--- src/rtl/isquare_pkg.sv ---
// Shared definitions for the shift-add squarer: FSM state encoding and the
// iteration-counter width helper.
package isquare_pkg;

  typedef enum logic [1:0] {
    StIdle = 2'd0,
    StCalc = 2'd1,
    StDone = 2'd2
  } state_e;

  // Counter must be able to hold WIDTH, hence ceil(log2(WIDTH+1)).
  function automatic int unsigned cnt_width(input int unsigned width);
    return $clog2(width + 1);
  endfunction

endpackage

--- src/rtl/isquare_mag.sv ---
// Operand magnitude: pass-through when unsigned, two's-complement negate of
// negative values when TC_MODE=1 (most negative input maps to 2^(WIDTH-1)).
module isquare_mag #(
  parameter int unsigned WIDTH   = 4,
  parameter int unsigned TC_MODE = 0
) (
  input  logic [WIDTH-1:0] x_i,
  output logic [WIDTH-1:0] mag_o
);

  always_comb begin
    mag_o = x_i;
    if ((TC_MODE != 0) && x_i[WIDTH-1]) begin
      mag_o = ~x_i + WIDTH'(1);
    end
  end

endmodule

--- src/rtl/isquare_seq.sv ---
// Sequential squarer: one shift-add step per cycle over WIDTH cycles, with a
// valid/ready handshake on both the operand and result sides.
module isquare_seq
  import isquare_pkg::*;
#(
  parameter int unsigned WIDTH   = 4,
  parameter int unsigned TC_MODE = 0
) (
  input  logic               clk,
  input  logic               reset_n,
  input  logic [WIDTH-1:0]   x,
  input  logic               in_valid,
  output logic               in_ready,
  output logic [2*WIDTH-1:0] sq,
  output logic               out_valid,
  input  logic               out_ready
);

  localparam int unsigned CntW = cnt_width(WIDTH);
  localparam logic [CntW-1:0] LastCnt = CntW'(WIDTH - 1);

  state_e               state_q, state_d;
  logic [2*WIDTH-1:0]   mcand_q, mcand_d;
  logic [WIDTH-1:0]     mplier_q, mplier_d;
  logic [2*WIDTH-1:0]   acc_q, acc_d;
  logic [CntW-1:0]      cnt_q, cnt_d;
  logic [2*WIDTH-1:0]   sq_q, sq_d;
  logic [WIDTH-1:0]     mag;
  logic [2*WIDTH-1:0]   acc_sum;

  isquare_mag #(
    .WIDTH  (WIDTH),
    .TC_MODE(TC_MODE)
  ) u_mag (
    .x_i  (x),
    .mag_o(mag)
  );

  // Accumulator value after this cycle's step, including the final addition.
  assign acc_sum = acc_q + (mplier_q[0] ? mcand_q : '0);

  always_comb begin
    state_d  = state_q;
    mcand_d  = mcand_q;
    mplier_d = mplier_q;
    acc_d    = acc_q;
    cnt_d    = cnt_q;
    sq_d     = sq_q;
    unique case (state_q)
      StIdle: begin
        if (in_valid) begin
          mcand_d  = {{WIDTH{1'b0}}, mag};
          mplier_d = mag;
          acc_d    = '0;
          cnt_d    = '0;
          state_d  = StCalc;
        end
      end
      StCalc: begin
        acc_d    = acc_sum;
        mcand_d  = mcand_q << 1;
        mplier_d = mplier_q >> 1;
        cnt_d    = cnt_q + CntW'(1);
        if (cnt_q == LastCnt) begin
          sq_d    = acc_sum;
          state_d = StDone;
        end
      end
      StDone: begin
        if (out_ready) begin
          state_d = StIdle;
        end
      end
      default: state_d = StIdle;
    endcase
  end

  always_ff @(posedge clk or negedge reset_n) begin
    if (!reset_n) begin
      state_q  <= StIdle;
      mcand_q  <= '0;
      mplier_q <= '0;
      acc_q    <= '0;
      cnt_q    <= '0;
      sq_q     <= '0;
    end else begin
      state_q  <= state_d;
      mcand_q  <= mcand_d;
      mplier_q <= mplier_d;
      acc_q    <= acc_d;
      cnt_q    <= cnt_d;
      sq_q     <= sq_d;
    end
  end

  assign in_ready  = (state_q == StIdle);
  assign out_valid = (state_q == StDone);
  assign sq        = sq_q;

endmodule

--- config.mk ---
export PLATFORM = sky130hd
export DESIGN_NAME = isquare_seq
export DESIGN_NICKNAME = d
export VERILOG_FILES = /design/src/rtl/isquare_pkg.sv /design/src/rtl/isquare_mag.sv /design/src/rtl/isquare_seq.sv
export SDC_FILE = /design/constraint.sdc
export NUM_CORES = 1
export LEC_CHECK = 0
export CAP_MARGIN = 20
export CORE_MARGIN = 5
export CORE_UTILIZATION = 50
export CTS_BUF_LIST = sky130_fd_sc_hd__clkbuf_16
export DETAILED_ROUTE_END_ITERATION = 16
export PLACE_DENSITY = 0.81
export SYNTH_ARGS = -nofsm -noshare
export SYNTH_HDL_FRONTEND = slang
export SYNTH_SLANG_ARGS = --single-unit
--- constraint.sdc ---
create_clock -name clk -period 2.5 [get_ports clk]
set_input_delay 0.25 -clock clk [delete_from_list [all_inputs] [get_ports clk]]
set_output_delay 0.25 -clock clk [all_outputs]
set_load 0.02 [all_outputs]
==> out/summary.txt <==
max incr delay on CP - 450 ps
Die ar. - 0.00456 mm^2
H-Tree Depth - 2
Critical Path RT - 2660 ps
adder-cell share of the synthesized area - 8.01%
share of layout cells above drive strength 1 - 7.94%
Die W - 67.6 um
EDFF count, synth - 0
worst vdd ir - 0.724 mV
critical path's top delay family - compound AO/OA/AOI/OAI gates
Root Driver - clkbuf_16
status - completed
post-synthesis compound-gate area fraction - 20.6%
CP cell instances - and2_1 -> ha_1 -> inv_1 -> fa_1 -> nor2b_4 -> o31a_1 -> o21a_1 -> or3_1 -> a32o_1
period utilization - 95.0%
ranking of synthesized cells by area - dfrtp_1, ha_1, o21ai_0
PortBufs - 17
fin worst setup slack - 125 ps
gpl congestion - 0.816
hold-fix buffers at CTS - 0
Initial Util - 50.4%
unrepaired setup endpoints after global routing - no
Distinct cells, synth - 28
drt wl/cell - 13.9 um
min cycle time layout - 2370 ps
io pins - 18
Mean Syn Cell Area - 9.92 um^2
syn nets - 185
Crit Path Class - reg2reg
via count - 1,236
Place WS - 153 ps
largest net degree at the start of global routing - 34
Rel. slew slack - 33.6%
global-route wire length before repair - 6000 um
Syn Std Cell Area - 0.00166 mm^2
Pwr Density - 1130 mW/mm^2
Synth Area in Simple Gates - 13.1%
#FFs+latches synth - 33
Async SR Flop Fraction - 100%
XOR/XNOR share of the synthesized area - 2.64%
DRC errors left - 0
Synth top area share - 49.8%
Setup crit start - mplier_q[0]$_DFFE_PN0P_
Max Freq - 421 MHz
worst r2r src - mplier_q[0]$_DFFE_PN0P_
largest family of logic cells by synthesized area - compound AO/OA/AOI/OAI gates
post-route ant nets - 0
Slowest-stage cell, CP - dfrtp_1
TritonCTS Buffers - 5
Worst Skew - 2.68 ps
WP buf/inv - 1
Antenna diodes - 0
drt first-iter violations - 56
pins over their slew limit - 0
Post-Route WL - 3260 um
CTS tree - built
antenna violations before repair - 0
sequential fraction of the synthesis area - 49.8%
Fin Hold WS - 379 ps
Tot GR Track Use - 18.0%
Final Cell Area - 0.00203 mm^2
Post-Syn Instances - 167
via/cell ratio - 5.26
CTS Sinks - 33
overflow left after global routing - 0
Syn. warnings - 0
CP Launch Type - flop
Clock transition at path regs - 50 ps
prevailing post-synth register cell - dfrtp_1
Post-CTS Setup Bufs - 0
Worst Hold Class - in2async
area grow syn2layout - 22.4%
clock buffer depth - 2
vias in the first global route - 1,317
fillers - 294
core footprint - 0.00328 mm^2
Fin. Hold Viols - 0
cell area after placement - 0.00189 mm^2
# setup viols final - 0
setup_tns - 0 ps
die height - 67.6 um
row cnt - 21
CP endpoint kind - flop
final net count - 207
Worst-Margin Slew - 994 ps
worst-path maximum fanout - 9
WP data arrival - 2530 ps
post-synth top area cell - dfrtp_1
leak pwr - 0.000946 uW
drt first pass iters - 4
post-synthesis mux area share - 2.72%
worst skew pair latency - 270 ps
max_cap viols - 0
CTS resizes - 0
Detailed Place HPWL - 2370 um
[path summary, 6_finish.rpt]
kind,slack [ps],depth (start not counted),endpoint
hold / removal,380,2,sq[7]$_DFFE_PN0P_
setup / recovery,130,9,acc_q[6]$_DFFE_PN0P_
min in group clk,470,2,sq[5]$_DFFE_PN0P_
max in group asynchronous,1820,2,sq[0]$_DFFE_PN0P_
setup reg to reg,130,9,acc_q[6]$_DFFE_PN0P_
hold reg to reg,470,2,sq[5]$_DFFE_PN0P_
[worst reg2reg max path: cells and delay by family, from the launching register on]
family | cells | cell delay, ps
AND/OR/NAND/NOR | 3 | 560
adder cells (fa/ha/maj) | 2 | 460
flip-flops | 1 | 450
buffers and inverters | 1 | 90
AO/OA/AOI/OAI | 3 | 710
[final cells by class]
class	instances	area [um^2]	area share [%]
Inverter	6	22.5	1.11
Clock buffer	5	125	6.17
Timing Repair Buffer	22	208	10.2
Multi-Input combinational cell	121	781	38.5
Sequential cell	33	826	40.7
Clock inverter	2	7.51	0.370
Tap cell	46	57.6	2.84
[registers in the layout, summed over array words and instances, names as in the netlist]
name      cells
mplier_q      4
state_q       2
acc_q         8
mcand_q       8
sq            8
cnt_q         3
[synthesized netlist by cell type (2+ instances only)]
library cell	n
ha_1	9
a32o_1	2
dfrtp_1	33
o21bai_1	2
xor2_1	3
nor2_1	12
o21ai_0	22
nand2_1	24
a22o_1	8
mux2_2	4
inv_1	6
o21a_1	2
a21oi_1	11
and2_1	7
clkbuf_1	6
a22oi_1	2
xnor2_1	2
nand2b_1	2
[metrics by stage]
stage	total power, uW	cells	utilization (%)
floorplan	1450	167	-
global placement	1730	228	57.7
detailed placement	1760	228	57.7
CTS	2330	235	61.7
global route	2490	235	61.7
finish	2300	235	61.7
[logic make-up (layout without fill, tap and decap cells)]
| family | after synthesis | in the layout |
|---|---|---|
| mux | 4 | 4 |
| flops | 33 | 33 |
| buf+inv | 13 | 35 |
| fa+ha+maj | 10 | 10 |
| simple gates | 48 | 48 |
| xor+xnor | 5 | 5 |
| compound gates | 54 | 54 |
[where the power goes]
part,internal [uW],switching (uW)
Sequential,732,130
Combinational,396,487
Clock,355,198
[routing by layer]
metal	track usage (%)	wire, um	up-vias	share of wire [%]
met3	6.49	136	5	4.2
met5	0	0	-	0
met1	20.3	1430	591	44
met4	8.61	67	0	2.1
li1	-	-	621	-
met2	29.9	1630	19	50
[placed cells by master (no fill, tap or decap), drive strengths merged, types with 2 or more instances in the layout]
cell	netlist	final
o21ai	22	22
and2	7	7
a21oi	11	11
mux2	4	4
clkbuf	6	5
nor2	12	12
xnor2	2	2
nand2	24	24
inv	6	7
xor2	3	3
nor2b	2	2
o21a	2	2
a32o	2	2
clkdlybuf4s50	0	17
ha	9	9
buf	1	5
a22o	8	8
o21bai	2	2
a22oi	2	2
nand2b	2	2
dfrtp	33	33
(Power assumes the default switching activity.)
